## config.mk

```make
export PLATFORM = sky130hd
export DESIGN_NAME = rgb_status_scheduler
export DESIGN_NICKNAME = d
export VERILOG_FILES = /design/src/rtl/rgb_status_pkg.sv /design/src/rtl/rgb_status_scheduler_pwm_channel.sv /design/src/rtl/rgb_status_scheduler.sv
export SDC_FILE = /design/constraint.sdc
export NUM_CORES = 1
export LEC_CHECK = 0
export CAP_MARGIN = 20
export CORE_ASPECT_RATIO = 1.1
export CORE_MARGIN = 2
export CORE_UTILIZATION = 32
export CTS_CLUSTER_SIZE = 14
export DETAILED_ROUTE_END_ITERATION = 12
export PLACE_DENSITY = 0.58
export SLEW_MARGIN = 20
export SYNTH_ARGS = -nofsm -noshare
export SYNTH_HDL_FRONTEND = slang
export SYNTH_HIERARCHICAL = 1
export SYNTH_SLANG_ARGS = --single-unit
export TNS_END_PERCENT = 100
```

## constraint.sdc

```tcl
create_clock -name clk -period 2.9 [get_ports clk]
set_input_delay 0.435 -clock clk [delete_from_list [all_inputs] [get_ports clk]]
set_output_delay 0.435 -clock clk [all_outputs]
set_load 0.005 [all_outputs]
```

## src/rtl/rgb_status_pkg.sv

```systemverilog
// Shared types and default constants for the RGB status scheduler.
package rgb_status_pkg;

    // LED owner, in increasing priority order except reset which overrides all
    typedef enum logic [1:0] {
        S_RST  = 2'd0,
        S_RUN  = 2'd1,
        S_HALT = 2'd2,
        S_ERR  = 2'd3
    } state_e;

    // PWM timebase width
    localparam int unsigned PWM_BITS = 8;

    // Default per-channel duty values
    localparam int unsigned DUTY_RUN  = 32;
    localparam int unsigned DUTY_HALT = 64;
    localparam int unsigned DUTY_ACT  = 16;
    localparam int unsigned DUTY_ERR  = 255;

endpackage

```

## src/rtl/rgb_status_scheduler_pwm_channel.sv

```systemverilog
// One PWM output: compares the shared timebase against a duty value and registers the result.
module pwm_channel
    import rgb_status_pkg::*;
#(
    parameter int unsigned W = PWM_BITS
) (
    input  logic         clk_i,
    input  logic         rst_ni,
    input  logic [W-1:0] cnt_i,
    input  logic [W-1:0] duty_i,
    output logic         pwm_o
);

    logic pwm_q;
    logic pwm_d;

    // Channel is on while the timebase is below the duty threshold
    always_comb begin
        pwm_d = (cnt_i < duty_i);
    end

    // Registered pin drive
    always_ff @(posedge clk_i or negedge rst_ni) begin
        if (!rst_ni) begin
            pwm_q <= 1'b0;
        end else begin
            pwm_q <= pwm_d;
        end
    end

    assign pwm_o = pwm_q;

endmodule

```

## src/rtl/rgb_status_scheduler.sv

```systemverilog
// Arbitrates the board RGB LED between reset, run, halt and error status sources.
module rgb_status_scheduler #(
    parameter int unsigned PWM_BITS  = rgb_status_pkg::PWM_BITS,
    parameter int unsigned BLINK_DIV = 3_000_000,
    parameter int unsigned ACT_HOLD  = 600_000,
    parameter logic [31:0] HALT_PC   = 32'h0000_0010,
    parameter int unsigned DUTY_RUN  = rgb_status_pkg::DUTY_RUN,
    parameter int unsigned DUTY_HALT = rgb_status_pkg::DUTY_HALT,
    parameter int unsigned DUTY_ACT  = rgb_status_pkg::DUTY_ACT,
    parameter int unsigned DUTY_ERR  = rgb_status_pkg::DUTY_ERR
) (
    input  logic        clk,
    input  logic        reset_n,
    input  logic        sys_reset,
    input  logic [31:0] cpu_pc,
    input  logic        cpu_reg_wr,
    input  logic        error_req,
    output logic        pwm_red,
    output logic        pwm_green,
    output logic        pwm_blue,
    output logic        halted,
    output logic [1:0]  state
);

    import rgb_status_pkg::*;

    localparam int unsigned BLINK_W = $clog2(BLINK_DIV + 1);
    localparam int unsigned ACT_W   = $clog2(ACT_HOLD + 1);

    localparam logic [PWM_BITS-1:0] DUTY_RUN_C  = PWM_BITS'(DUTY_RUN);
    localparam logic [PWM_BITS-1:0] DUTY_HALT_C = PWM_BITS'(DUTY_HALT);
    localparam logic [PWM_BITS-1:0] DUTY_ACT_C  = PWM_BITS'(DUTY_ACT);
    localparam logic [PWM_BITS-1:0] DUTY_ERR_C  = PWM_BITS'(DUTY_ERR);
    localparam logic [BLINK_W-1:0]  BLINK_LAST  = BLINK_W'(BLINK_DIV - 1);
    localparam logic [ACT_W-1:0]    ACT_LOAD    = ACT_W'(ACT_HOLD);

    state_e               state_q;
    state_e               state_d;
    logic                 halted_q;
    logic                 halted_d;
    logic [PWM_BITS-1:0]  pwm_cnt_q;
    logic [PWM_BITS-1:0]  pwm_cnt_d;
    logic [BLINK_W-1:0]   blink_cnt_q;
    logic [BLINK_W-1:0]   blink_cnt_d;
    logic                 blink_phase_q;
    logic                 blink_phase_d;
    logic [ACT_W-1:0]     act_cnt_q;
    logic [ACT_W-1:0]     act_cnt_d;

    logic                 halt_hit_c;
    logic                 stay_err_c;
    logic                 stay_run_c;
    logic [PWM_BITS-1:0]  duty_red_c;
    logic [PWM_BITS-1:0]  duty_green_c;
    logic [PWM_BITS-1:0]  duty_blue_c;

    // Full 32-bit match against the terminal self-loop address
    assign halt_hit_c = (cpu_pc == HALT_PC);

    // State register
    always_ff @(posedge clk or negedge reset_n) begin
        if (!reset_n) begin
            state_q <= S_RST;
        end else begin
            state_q <= state_d;
        end
    end

    // Next state: sys_reset > error > halt > run; error is sticky until sys_reset
    always_comb begin
        state_d = state_q;
        if (sys_reset) begin
            state_d = S_RST;
        end else begin
            case (state_q)
                S_RST:  state_d = S_RUN;
                S_RUN: begin
                    if (error_req) begin
                        state_d = S_ERR;
                    end else if (halt_hit_c) begin
                        state_d = S_HALT;
                    end
                end
                S_HALT: begin
                    if (error_req) begin
                        state_d = S_ERR;
                    end
                end
                S_ERR:  state_d = S_ERR;
            endcase
        end
    end

    // Per-state duty selection feeding the PWM channels
    always_comb begin
        duty_red_c   = '0;
        duty_green_c = '0;
        duty_blue_c  = '0;
        case (state_q)
            S_RST: begin
                duty_red_c = DUTY_RUN_C;
            end
            S_RUN: begin
                duty_red_c   = DUTY_RUN_C;
                duty_green_c = (act_cnt_q != '0) ? DUTY_ACT_C : '0;
            end
            S_HALT: begin
                duty_blue_c = DUTY_HALT_C;
            end
            S_ERR: begin
                duty_red_c = blink_phase_q ? DUTY_ERR_C : '0;
            end
        endcase
    end

    // Counters only advance while the FSM remains in their owning state
    assign stay_err_c = (state_q == S_ERR) && (state_d == S_ERR);
    assign stay_run_c = (state_q == S_RUN) && (state_d == S_RUN);

    // Timebase, blink divider, activity stretcher and halt flag next values
    always_comb begin
        pwm_cnt_d     = pwm_cnt_q + PWM_BITS'(1);
        halted_d      = (state_d == S_HALT);
        blink_cnt_d   = '0;
        blink_phase_d = 1'b1;
        act_cnt_d     = '0;

        // Held at count 0 / phase on outside S_ERR so every error starts lit
        if (stay_err_c) begin
            if (blink_cnt_q == BLINK_LAST) begin
                blink_cnt_d   = '0;
                blink_phase_d = ~blink_phase_q;
            end else begin
                blink_cnt_d   = blink_cnt_q + BLINK_W'(1);
                blink_phase_d = blink_phase_q;
            end
        end

        // A write (re)loads the hold time; otherwise count down to zero
        if (stay_run_c) begin
            if (cpu_reg_wr) begin
                act_cnt_d = ACT_LOAD;
            end else if (act_cnt_q != '0) begin
                act_cnt_d = act_cnt_q - ACT_W'(1);
            end
        end
    end

    // Datapath registers
    always_ff @(posedge clk or negedge reset_n) begin
        if (!reset_n) begin
            pwm_cnt_q     <= '0;
            halted_q      <= 1'b0;
            blink_cnt_q   <= '0;
            blink_phase_q <= 1'b0;
            act_cnt_q     <= '0;
        end else begin
            pwm_cnt_q     <= pwm_cnt_d;
            halted_q      <= halted_d;
            blink_cnt_q   <= blink_cnt_d;
            blink_phase_q <= blink_phase_d;
            act_cnt_q     <= act_cnt_d;
        end
    end

    pwm_channel #(.W(PWM_BITS)) u_pwm_red (
        .clk_i  (clk),
        .rst_ni (reset_n),
        .cnt_i  (pwm_cnt_q),
        .duty_i (duty_red_c),
        .pwm_o  (pwm_red)
    );

    pwm_channel #(.W(PWM_BITS)) u_pwm_green (
        .clk_i  (clk),
        .rst_ni (reset_n),
        .cnt_i  (pwm_cnt_q),
        .duty_i (duty_green_c),
        .pwm_o  (pwm_green)
    );

    pwm_channel #(.W(PWM_BITS)) u_pwm_blue (
        .clk_i  (clk),
        .rst_ni (reset_n),
        .cnt_i  (pwm_cnt_q),
        .duty_i (duty_blue_c),
        .pwm_o  (pwm_blue)
    );

    assign halted = halted_q;
    assign state  = state_q;

endmodule

```

==> impl_summary.log, run 1 <==
INFO  metric clock_tree_from_tritoncts = built
INFO  metric post_detailed_route_via_to_cell_ratio = 4.764
INFO  metric place.detailed.hpwl = 5162 um
INFO  metric boundaryPins = 43
INFO  metric core.rowCount = 38
INFO  metric synth_enable_flop_cells = 0
INFO  metric critPathKind = flop to flop
INFO  metric placement.io_buffers = 42
INFO  metric hold_violations = 0
INFO  metric num_vias = 2,520
INFO  metric final-setup-viol-count = 0
INFO  metric switching_power = 509.5 uW
INFO  metric worst_skew_pair.late_latency = 0.34 ns
INFO  metric syn_avg_cell_area = 9.736 sq um
INFO  metric synth_flop_cell = sky130_fd_sc_hd__dfrtp_1
INFO  metric path_clk_slew = 0.07 ns
INFO  metric timing.critical_path.to_type = flop
INFO  metric cts-root-to-sink-buffers = 2
INFO  metric proportion_of_layout_cells_with_a_drive_suffix_above_1 = 0.09046
INFO  metric yosys_warnings = 6
INFO  metric data_arrival_at_the_endpoint_of_the_critical_path = 2.57 ns
INFO  metric mappedNetlistArea = 3291 sq um
INFO  metric post-route-period-util = 0.8155
INFO  metric cts_htree_levels = 3
INFO  metric power.internal = 1338 uW
INFO  metric areaGrowthSynthToFinish = 24.22%
INFO  metric max_cap_violations = 0
INFO  metric cp.required = 3.11 ns
INFO  metric first_iter_violations = 99
INFO  metric seq_area_frac_synth = 0.4335
INFO  metric antenna_cells_inserted = 0
INFO  metric p_seq_frac = 0.450
INFO  metric chipHeight = 110.4 um
INFO  metric synth_top_area_cell = sky130_fd_sc_hd__dfrtp_1
INFO  metric maximum_number_of_pins_on_one_net_before_global_route_repair = 23
INFO  metric post-layout-total-power = 1847 uW
INFO  metric setup-tns-final = 0 ns
INFO  metric grtUsageTotal = 0.1357
INFO  metric holdWs = 0.03931 ns
INFO  metric cts_num_sinks = 57
INFO  metric finalNetCount = 466
INFO  metric irDropWorstVdd = 185.1 uV
INFO  metric start_util = 0.3312
INFO  metric crit_fanout = 5
INFO  metric combPwrFrac = 0.182
INFO  metric timing.final.crit_period = 2.365 ns
INFO  metric min_path_type = input port to asynchronous set/reset pin
INFO  metric register_bit_total_from_synthesis = 57
INFO  metric synth.top_cell.area_share = 0.4335
INFO  metric fin_worst_skew = 0.01151 ns
INFO  metric power_switching_share = 0.2758
INFO  metric power.static_leakage = 0.001768 uW
INFO  metric status = complete, no violations
INFO  metric synth_cells = 338
INFO  metric overflow = 0
INFO  metric drt-wirelength-per-cell = 13.09 um
INFO  metric die_width = 100.7 um
INFO  metric grt_antenna_before_repair = 0
INFO  metric first_global_vias = 2,551
INFO  metric count_of_final_max_slew_check_failures = 0
INFO  metric fp.dieArea = 11,110 sq um
INFO  metric max_freq = 422.8 MHz
INFO  metric wire_length_of_the_first_global_routing_pass = 11,740 um
INFO  metric postRouteWirelength = 6925 um
INFO  metric cts.repair_timing.setup_buffer_count = 0
INFO  metric drc_errors = 0
INFO  metric post_cts_resize_count = 0
INFO  metric clock_tree_root_driver_cell = sky130_fd_sc_hd__clkbuf_8
INFO  metric power.density = 451.9 nW/um^2
INFO  metric cts_made_buffers = 9
INFO  metric synth_top_cells_by_area = sky130_fd_sc_hd__dfrtp_1 43%, sky130_fd_sc_hd__ha_1 9.5%, sky130_fd_sc_hd__nor2_1 6.0%, sky130_fd_sc_hd__xnor2_1 5.9%, sky130_fd_sc_hd__xor2_1 5.6%
INFO  metric timing.slew.headroom = 0.5211
INFO  metric worst_setup_path_start_kind = flop
INFO  metric grt_setup_unrepaired = false
INFO  metric drt_first_pass_iters = 4
INFO  metric synth_cell_types = 46
INFO  metric core-area = 9937 sq um
INFO  metric tightestPinTransition = 0.7118 ns
INFO  metric ys_async_rst_share = 1.000
INFO  metric p_clk_frac = 0.368
INFO  metric fin_util = 0.4114
INFO  metric cts-hold-fix-buffers = 0
INFO  metric antenna_violating_nets_post_route = 0
INFO  metric globalplace.congestion = 0.7808
area by class of cell:
| class | count | area, sq um |
|---|---|---|
| clock inverters | 4 | 27.53 |
| well taps | 120 | 150.1 |
| flip-flops and latches | 57 | 1426 |
| clock buffers | 12 | 155.1 |
| repair buffers | 47 | 452.9 |
| fillers | 972 | 5849 |
| inverters | 26 | 97.59 |
| multi-input cells | 263 | 1778 |
layout by cell type (no fill, tap or decap), drive strengths merged, types with 2 or more instances in the layout:
cell / synthesis / routed
inv: 26 / 26
buf: 5 / 6
dfrtp: 57 / 57
a211oi: 3 / 3
a41oi: 3 / 3
ha: 25 / 25
nor4: 12 / 12
and4: 2 / 2
nand4b: 2 / 2
and3: 6 / 6
conb: 1 / 14
nand2b: 2 / 2
clkinvlp: 0 / 3
clkbuf: 0 / 12
nand3: 11 / 11
clkdlybuf4s50: 0 / 41
nor3: 11 / 11
nor4b: 4 / 4
nand2: 21 / 21
nor2: 54 / 54
or3: 3 / 3
or4: 2 / 2
a21oi: 15 / 15
o21ai: 7 / 7
nand4: 6 / 6
xnor2: 22 / 22
xor2: 21 / 21
nor2b: 5 / 5
power groups by stage:
stage	combinational, uW	sequential (uW)	clock (uW)
global placement	333	845	0
floorplan	228	843	0
finish	336	831	680
detailed placement	338	846	0
CTS	341	831	700
global route	377	833	728
synthesized netlist by cell type, types with 2 or more instances:
| library cell | instances |
|---|---|
| sky130_fd_sc_hd__nor2_1 | 53 |
| sky130_fd_sc_hd__nand3_1 | 11 |
| sky130_fd_sc_hd__nor3_2 | 2 |
| sky130_fd_sc_hd__nor4_4 | 2 |
| sky130_fd_sc_hd__a21oi_1 | 14 |
| sky130_fd_sc_hd__dfrtp_1 | 57 |
| sky130_fd_sc_hd__xor2_1 | 21 |
| sky130_fd_sc_hd__inv_1 | 26 |
| sky130_fd_sc_hd__o21ai_1 | 3 |
| sky130_fd_sc_hd__nor2b_1 | 5 |
| sky130_fd_sc_hd__buf_6 | 2 |
| sky130_fd_sc_hd__o21ai_0 | 4 |
| sky130_fd_sc_hd__xnor2_1 | 22 |
| sky130_fd_sc_hd__nand4b_1 | 2 |
| sky130_fd_sc_hd__or4_1 | 2 |
| sky130_fd_sc_hd__a41oi_1 | 3 |
| sky130_fd_sc_hd__nor4b_1 | 3 |
| sky130_fd_sc_hd__nor4_1 | 10 |
| sky130_fd_sc_hd__and4_1 | 2 |
| sky130_fd_sc_hd__and3_1 | 6 |
| sky130_fd_sc_hd__ha_1 | 25 |
| sky130_fd_sc_hd__a211oi_2 | 3 |
| sky130_fd_sc_hd__buf_2 | 3 |
| sky130_fd_sc_hd__or3_1 | 2 |
| sky130_fd_sc_hd__nand2b_1 | 2 |
| sky130_fd_sc_hd__nand2_1 | 21 |
| sky130_fd_sc_hd__nor3_1 | 8 |
| sky130_fd_sc_hd__nand4_1 | 6 |
stage by stage:
step / instance area [sq um] / instances / setup slack [ns]
after detailed placement: 3905 / 513 / 0.4733
after CTS: 4088 / 529 / 0.5458
after global placement: 3905 / 513 / 0.5147
after floorplan: 3339 / 351 / 0.8020
after global routing: 4088 / 529 / 0.3505
final: 4088 / 529 / 0.5350
registers in the layout (all words and copies together), names as in the netlist:
register and count:
u_pwm_green/pwm_o 1, u_pwm_blue/pwm_o 1, state 2, blink_phase_q 1
u_pwm_red/pwm_o 1, blink_cnt_q 22, pwm_cnt_q 8, halted 1
act_cnt_q 20
worst max-delay path, stage by stage, from the launching register on:
cell and delay, ns:
sky130_fd_sc_hd__dfrtp_1 0.41, sky130_fd_sc_hd__inv_1 0.10, sky130_fd_sc_hd__ha_1 0.20, sky130_fd_sc_hd__or4b_4 0.51, sky130_fd_sc_hd__or3b_1 0.57, sky130_fd_sc_hd__nor3_4 0.19
sky130_fd_sc_hd__xnor2_1 0.16, sky130_fd_sc_hd__a21oi_2 0.08
per-layer routing:
| layer | GRT usage | vias to the layer above | share of wire |
|---|---|---|---|
| met5 | 0 | - | 0 |
| li1 | - | 1272 | - |
| met2 | 0.2210 | 51 | 0.45 |
| met4 | 0.05871 | 0 | 0.020 |
| met1 | 0.1715 | 1186 | 0.48 |
| met3 | 0.03342 | 11 | 0.050 |
kinds of logic after synthesis:
| family | Yosys count | synth area share |
|---|---|---|
| other cells | 1 | 0.001140 |
| fa+ha+maj | 25 | 0.09506 |
| flops | 57 | 0.4335 |
| xor+xnor | 43 | 0.1144 |
| buf+inv | 31 | 0.04106 |
| simple gates | 149 | 0.2502 |
| compound gates | 32 | 0.06464 |
path summary, 6_finish.rpt:
path | cells after the start | start | slack, ns | endpoint
min in group clk | 1 | act_cnt_q[0]$_DFF_PN0_ | 0.49 | act_cnt_q[0]$_DFF_PN0_
worst max register to register | 7 | act_cnt_q[0]$_DFF_PN0_ | 0.53 | act_cnt_q[16]$_DFF_PN0_
worst min register to register | 1 | act_cnt_q[0]$_DFF_PN0_ | 0.49 | act_cnt_q[0]$_DFF_PN0_
worst max-delay path | 7 | act_cnt_q[0]$_DFF_PN0_ | 0.53 | act_cnt_q[16]$_DFF_PN0_
worst min-delay path | 1 | reset_n | 0.04 | blink_cnt_q[7]$_DFF_PN0_
max in group asynchronous | 2 | reset_n | 2.22 | blink_cnt_q[13]$_DFF_PN0_
No activity file was read; power rests on OpenSTA's default activity.
==> run 2, diff against run 1 <==
==> constraint.sdc (replaced) <==
create_clock -name clk -period 2.31 [get_ports clk]
set_input_delay 0.3465 -clock clk [delete_from_list [all_inputs] [get_ports clk]]
set_output_delay 0.3465 -clock clk [all_outputs]
set_load 0.005 [all_outputs]
==> impl_summary.log, run 2 (same netlist as run 1, synthesis figures left out) <==
INFO  metric tightestPinTransition = 0.7426 ns (+0.03074 ns)
INFO  metric proportion_of_layout_cells_with_a_drive_suffix_above_1 = 0.09709 (+0.006623)
INFO  metric core-area = 9937 sq um (unchanged)
INFO  metric most-common-layout-cells = 57 x sky130_fd_sc_hd__dfrtp_1, 53 x sky130_fd_sc_hd__nor2_1, 41 x sky130_fd_sc_hd__clkdlybuf4s50_1
INFO  metric cts_htree_levels = 3 (unchanged)
INFO  metric critical_path.max_stage_delay = 0.50 ns (-0.07 ns)
INFO  metric drc_errors = 0 (unchanged)
INFO  metric post_detailed_route_via_to_cell_ratio = 4.752 (-0.25%)
INFO  metric grt_setup_unrepaired = false
INFO  metric worst_skew_pair.late_latency = 0.34 ns (about the same)
INFO  metric post-route-period-util = 0.9342 (+0.1187)
INFO  metric largest_register_ffs = 22 (unchanged)
INFO  metric p_seq_frac = 0.446 (-0.004)
INFO  metric timing.slew.headroom = 0.5049 (-0.01612)
INFO  metric worst_reg2reg_setup_slack = 0.15 ns (-0.38 ns)
INFO  metric first_iter_violations = 143 (+44%)
INFO  metric globalRouteMet2Util = 0.2100 (-0.01095)
INFO  metric hold_violations = 0 (unchanged)
INFO  metric cp.required = 2.52 ns (-0.59 ns)
INFO  metric wire_length_of_the_first_global_routing_pass = 11,220 um (-4.5%)
INFO  metric detailedPlace.worstSlack = 0.04573 ns (-0.4276 ns)
INFO  metric final-setup-viol-count = 0 (unchanged)
INFO  metric postRouteWirelength = 6730 um (-2.8%)
INFO  metric clock_tree_from_tritoncts = built
INFO  metric path_clk_slew = 0.06 ns (about the same)
INFO  metric globalplace.congestion = 0.7635 (-2.2%)
INFO  metric first_global_vias = 2,450 (-4.0%)
INFO  metric max_freq = 463.4 MHz (+9.6%)
INFO  metric grtUsageMet3 = 0.03909 (+0.005675)
INFO  metric cts_made_buffers = 9 (unchanged)
INFO  metric fin_worst_skew = 0.01239 ns (+0.0008798 ns)
INFO  metric place.detailed.hpwl = 4980 um (-3.5%)
INFO  metric combPwrFrac = 0.188 (+0.006)
INFO  metric grtUsageTotal = 0.1313 (-0.004449)
INFO  metric num_vias = 2,528 (+0.32%)
INFO  metric count_of_final_max_slew_check_failures = 0 (unchanged)
INFO  metric p_clk_frac = 0.366 (-0.002)
INFO  metric power.internal = 1735 uW (+30%)
INFO  metric boundaryPins = 43 (unchanged)
INFO  metric irDropWorstVdd = 299.3 uV (+62%)
INFO  metric critPathKind = flop to flop
INFO  metric drt_first_pass_iters = 4 (unchanged)
INFO  metric drt-wirelength-per-cell = 12.65 um (-3.4%)
INFO  metric start_util = 0.3312 (unchanged)
INFO  metric final_critical_path_setup_slack = 0.1520 ns (-0.3830 ns)
INFO  metric cts_num_sinks = 57 (unchanged)
INFO  metric groute.layer.met1.usage = 0.1664 (-0.005095)
INFO  metric cpMaxStageDelayCell = sky130_fd_sc_hd__or4b_4
INFO  metric areaGrowthSynthToFinish = 25.29%
INFO  metric data_arrival_at_the_endpoint_of_the_critical_path = 2.37 ns (-0.20 ns)
INFO  metric timing.reg2reg.worst_path_depth = 7 (unchanged)
INFO  metric crit_fanout = 5 (unchanged)
INFO  metric reg_top3 = blink_cnt_q: 22 flops, act_cnt_q: 20 flops, pwm_cnt_q: 8 flops
INFO  metric antenna_cells_inserted = 0 (unchanged)
INFO  metric status = complete, no violations
INFO  metric switching_power = 601.0 uW (+18%)
INFO  metric worst_setup_path_start_kind = flop
INFO  metric die_width = 100.7 um (unchanged)
INFO  metric cts.repair_timing.setup_buffer_count = 0 (unchanged)
INFO  metric grt_antenna_before_repair = 0 (unchanged)
INFO  metric min_path_type = input port to asynchronous set/reset pin
INFO  metric overflow = 0 (unchanged)
INFO  metric timing.critical_path.to_type = flop
INFO  metric power_switching_share = 0.2573 (-0.01851)
INFO  metric timing.final.crit_period = 2.158 ns (-0.2070 ns)
INFO  metric chipHeight = 110.4 um (unchanged)
INFO  metric path_cells = inv_1 > ha_1 > or4b_4 > or3b_4 > nor3_4 > xnor2_1 > a21oi_2
INFO  metric maximum_number_of_pins_on_one_net_before_global_route_repair = 58 (+150%)
INFO  metric clock_tree_root_driver_cell = sky130_fd_sc_hd__clkbuf_8
INFO  metric max_cap_violations = 0 (unchanged)
INFO  metric cts-root-to-sink-buffers = 2 (unchanged)
INFO  metric power.density = 566.5 nW/um^2 (+25%)
INFO  metric fp.dieArea = 11,110 sq um (unchanged)
INFO  metric regMostFlops = blink_cnt_q
INFO  metric placement.io_buffers = 42 (unchanged)
INFO  metric global_route.peak_usage_layer = met2
INFO  metric core.rowCount = 38 (unchanged)
INFO  metric final_common_cell = sky130_fd_sc_hd__dfrtp_1
INFO  metric antenna_violating_nets_post_route = 0 (unchanged)
INFO  metric setup-tns-final = 0 ns (unchanged)
INFO  metric finalNetCount = 472 (+1.3%)
INFO  metric power.static_leakage = 0.001795 uW (+1.5%)
==> run 2: final cells by class <==
class                   count  area, sq um
inverters                  26        97.59
clock buffers              12        135.1
flip-flops and latches     57         1426
multi-input cells         263         1785
fillers                   983         5814
clock inverters             1        30.03
well taps                 120        150.1
repair buffers             53        498.0
==> run 2: path summary, 6_finish.rpt <==
path,start,to
max in group asynchronous,reset_n,pwm_cnt_q[5]$_DFF_PN0_
worst min register to register,act_cnt_q[0]$_DFF_PN0_,act_cnt_q[0]$_DFF_PN0_
worst max-delay path,act_cnt_q[0]$_DFF_PN0_,act_cnt_q[16]$_DFF_PN0_
worst max register to register,act_cnt_q[0]$_DFF_PN0_,act_cnt_q[16]$_DFF_PN0_
min in group clk,act_cnt_q[0]$_DFF_PN0_,act_cnt_q[0]$_DFF_PN0_
worst min-delay path,reset_n,blink_cnt_q[14]$_DFF_PN0_
==> run 2: timing repair <==
action                     in CTS  in global routing
hold buffers                    0                  0
gates resized for setup         0                  2
setup endpoints to repair       0                  5
==> run 2: power by group through the flow <==
| stage | sequential [uW] | combinational, uW | clock [uW] |
|---|---|---|---|
| global route | 1050 | 491 | 913 |
| CTS | 1040 | 436 | 871 |
| floorplan | 1060 | 287 | 0 |
| global placement | 1060 | 432 | 0 |
| detailed placement | 1060 | 433 | 0 |
| finish | 1040 | 439 | 854 |
==> run 2: routing by layer <==
layer  vias to the layer above  part of all wire
met4                         0             0.017
li1                       1281                 -
met2                        50              0.45
met5                         -                 0
met3                        11             0.059
met1                      1186              0.47
==> run 2: per-stage QoR <==
step	hold WS, ns	area, sq um	instances	total power, uW	util
after detailed placement	0.4662	3950	519	1493	0.3975
after CTS	0.1886	4115	532	2350	0.4141
final	0.1633	4123	532	2336	0.4149
after global routing	0.2311	4123	532	2450	0.4149
after floorplan	0.05091	3339	351	1345	-
after global placement	0.4631	3950	519	1492	0.3975
==> run 2: worst max-delay path, delay by kind of cell (launching register included) <==
| family | cells | cell delay, ns |
|---|---|---|
| buf+inv | 1 | 0.09 |
| compound gates | 1 | 0.07 |
| flops | 1 | 0.40 |
| xor+xnor | 1 | 0.16 |
| fa+ha+maj | 1 | 0.20 |
| simple gates | 3 | 1.12 |
==> run 3, diff against run 2 <==
--- a/config.mk
+++ b/config.mk
@@ -6,7 +6,7 @@
 export NUM_CORES = 1
 export LEC_CHECK = 0
 export CAP_MARGIN = 20
-export CORE_ASPECT_RATIO = 1.1
+export CORE_ASPECT_RATIO = 1.2
 export CORE_MARGIN = 2
 export CORE_UTILIZATION = 32
 export CTS_CLUSTER_SIZE = 14
==> impl_summary.log, run 3 (same netlist as run 1, synthesis figures left out) <==
INFO  metric detailedPlace.worstSlack = 0.03596 ns (-0.009768 ns)
INFO  metric clock_tree_from_tritoncts = built
INFO  metric grt_antenna_before_repair = 0 (unchanged)
INFO  metric crit_fanout = 5 (unchanged)
INFO  metric boundaryPins = 43 (unchanged)
INFO  metric clock_tree_root_driver_cell = sky130_fd_sc_hd__clkbuf_16
INFO  metric most-common-layout-cells = 57 x sky130_fd_sc_hd__dfrtp_1, 53 x sky130_fd_sc_hd__nor2_1, 41 x sky130_fd_sc_hd__clkdlybuf4s50_1
INFO  metric cts_made_buffers = 9 (unchanged)
INFO  metric grtUsageTotal = 0.1412 (+0.009896)
INFO  metric chipHeight = 115.1 um (+4.3%)
INFO  metric reg_top3 = blink_cnt_q: 22 flops, act_cnt_q: 20 flops, pwm_cnt_q: 8 flops
INFO  metric first_iter_violations = 89 (-38%)
INFO  metric power.static_leakage = 0.001864 uW (+3.8%)
INFO  metric start_util = 0.3288 (-0.002401)
INFO  metric fin_worst_skew = 0.005047 ns (-0.007345 ns)
INFO  metric antenna_cells_inserted = 0 (unchanged)
INFO  metric timing.final.crit_period = 2.153 ns (-0.005398 ns)
INFO  metric drc_errors = 0 (unchanged)
INFO  metric globalplace.congestion = 0.7744 (+1.4%)
INFO  metric overflow = 0 (unchanged)
INFO  metric power.density = 662.5 nW/um^2 (+17%)
INFO  metric timing.slew.headroom = 0.5990 (+0.09407)
INFO  metric drt-wirelength-per-cell = 13.13 um (+3.8%)
INFO  metric cts_htree_levels = 3 (unchanged)
INFO  metric setup-tns-final = 0 ns (unchanged)
INFO  metric tightestPinTransition = 0.6015 ns (-0.1411 ns)
INFO  metric drt_first_pass_iters = 4 (unchanged)
INFO  metric hold_violations = 0 (unchanged)
INFO  metric areaGrowthSynthToFinish = 30.15%
INFO  metric cts-root-to-sink-buffers = 2 (unchanged)
INFO  metric layout_fillers = 984 (+0.10%)
INFO  metric core-area = 10,010 sq um (+0.73%)
INFO  metric wire_length_of_the_first_global_routing_pass = 12,060 um (+7.5%)
INFO  metric max_freq = 464.5 MHz (+0.25%)
INFO  metric place.detailed.hpwl = 5197 um (+4.4%)
INFO  metric max_cap_violations = 0 (unchanged)
INFO  metric final_critical_path_setup_slack = 0.1574 ns (+0.005398 ns)
INFO  metric die_width = 96.57 um (-4.1%)
INFO  metric irDropWorstVdd = 254.9 uV (-15%)
INFO  metric number_of_placed_instances_with_taps_included = 522 (+0.58%)
INFO  metric grt_setup_unrepaired = false
INFO  metric regMostFlops = blink_cnt_q
INFO  metric data_arrival_at_the_endpoint_of_the_critical_path = 2.35 ns (-0.02 ns)
INFO  metric largest_register_ffs = 22 (unchanged)
INFO  metric critPathKind = flop to flop
INFO  metric cts.repair_timing.setup_buffer_count = 0 (unchanged)
INFO  metric final-setup-viol-count = 0 (unchanged)
INFO  metric status = complete, no violations
INFO  metric finalNetCount = 469 (-0.64%)
INFO  metric maximum_number_of_pins_on_one_net_before_global_route_repair = 34 (-41%)
INFO  metric min_path_type = input port to asynchronous set/reset pin
INFO  metric final_common_cell = sky130_fd_sc_hd__dfrtp_1
INFO  metric cts_num_sinks = 57 (unchanged)
INFO  metric worst_skew_pair.late_latency = 0.32 ns (-0.02 ns)
INFO  metric proportion_of_layout_cells_with_a_drive_suffix_above_1 = 0.09951 (+0.002427)
INFO  metric first_global_vias = 2,579 (+5.3%)
INFO  metric fp.dieArea = 11,110 sq um (about the same)
INFO  metric num_vias = 2,547 (+0.75%)
INFO  metric core.rowCount = 40 (+5.3%)
INFO  metric postRouteWirelength = 7063 um (+4.9%)
INFO  metric timing.critical_path.to_type = flop
INFO  metric post-route-period-util = 0.9319 (-0.002337)
INFO  metric final_cell_count_no_fill = 538 (+1.1%)
INFO  metric placement.io_buffers = 42 (unchanged)
INFO  metric antenna_violating_nets_post_route = 0 (unchanged)
INFO  metric post_detailed_route_via_to_cell_ratio = 4.734 (-0.37%)
INFO  metric path_clk_slew = 0.05 ns (about the same)
INFO  metric cts-hold-fix-buffers = 0 (unchanged)
INFO  metric worst_setup_path_start_kind = flop
INFO  metric count_of_final_max_slew_check_failures = 0 (unchanged)
INFO  metric cp.required = 2.51 ns (about the same)
==> run 3: changes by cell type in the layout (fill, tap and decap cells not counted), sizes merged <==
cell,previous run,this run
clkinvlp,0,1
buf,12,9
clkinv,0,2
==> run 3: timing repair <==
item,4_1_cts,5_1_grt
hold endpoints to repair,0,0
gates resized for setup,0,1
endpoints found under the setup margin,0,3
==> run 3: worst max-delay path, stage by stage, from the launching register on <==
cell and delay (ns):
sky130_fd_sc_hd__dfrtp_1 0.40, sky130_fd_sc_hd__inv_1 0.09, sky130_fd_sc_hd__ha_1 0.20, sky130_fd_sc_hd__or4b_4 0.50, sky130_fd_sc_hd__or3b_4 0.48, sky130_fd_sc_hd__nor3_4 0.13
sky130_fd_sc_hd__xnor2_1 0.16, sky130_fd_sc_hd__a21oi_2 0.07
==> run 3: report_power, final <==
| group | internal, uW | switching [uW] |
|---|---|---|
| Clock | 892 | 454 |
| Sequential | 1020 | 23.8 |
| Combinational | 237 | 209 |
==> run 3: final cells by class <==
type,count,area (sq um),share of cell area
well taps,126,157.7,0.03681
inverters,26,97.59,0.02279
multi-input cells,263,1780,0.4157
clock inverters,4,51.30,0.01198
repair buffers,50,513.0,0.1198
clock buffers,12,256.5,0.05989
flip-flops and latches,57,1426,0.3330
==> run 3: per-layer routing <==
metal  track usage  wire length [um]
met5             0                 0
met4       0.05352               123
met3       0.03408               172
met2        0.2370              3607
met1        0.1742              3159
==> run 3: final timing paths <==
kind | from | depth (start not counted) | to | slack, ns
max | act_cnt_q[0]$_DFF_PN0_ | 7 | act_cnt_q[16]$_DFF_PN0_ | 0.16
min | reset_n | 1 | halted$_DFF_PN0_ | 0.03
max reg2reg | act_cnt_q[0]$_DFF_PN0_ | 7 | act_cnt_q[16]$_DFF_PN0_ | 0.16
min reg2reg | act_cnt_q[0]$_DFF_PN0_ | 1 | act_cnt_q[0]$_DFF_PN0_ | 0.47
max in group asynchronous | reset_n | 2 | blink_cnt_q[6]$_DFF_PN0_ | 1.69
min in group clk | act_cnt_q[0]$_DFF_PN0_ | 1 | act_cnt_q[0]$_DFF_PN0_ | 0.47
==> run 3: stage by stage <==
step	total power, uW	hold WS [ns]	instance area, sq um	utilization
4_1_cts	2871	0.05809	4280	0.4276
6_report	2837	0.02698	4283	0.4279
5_1_grt	2970	0.07110	4283	0.4279
2_1_floorplan	1345	0.05091	3339	-
3_3_place_gp	1499	0.3894	3973	0.3969
3_5_place_dp	1503	0.4020	3973	0.3969
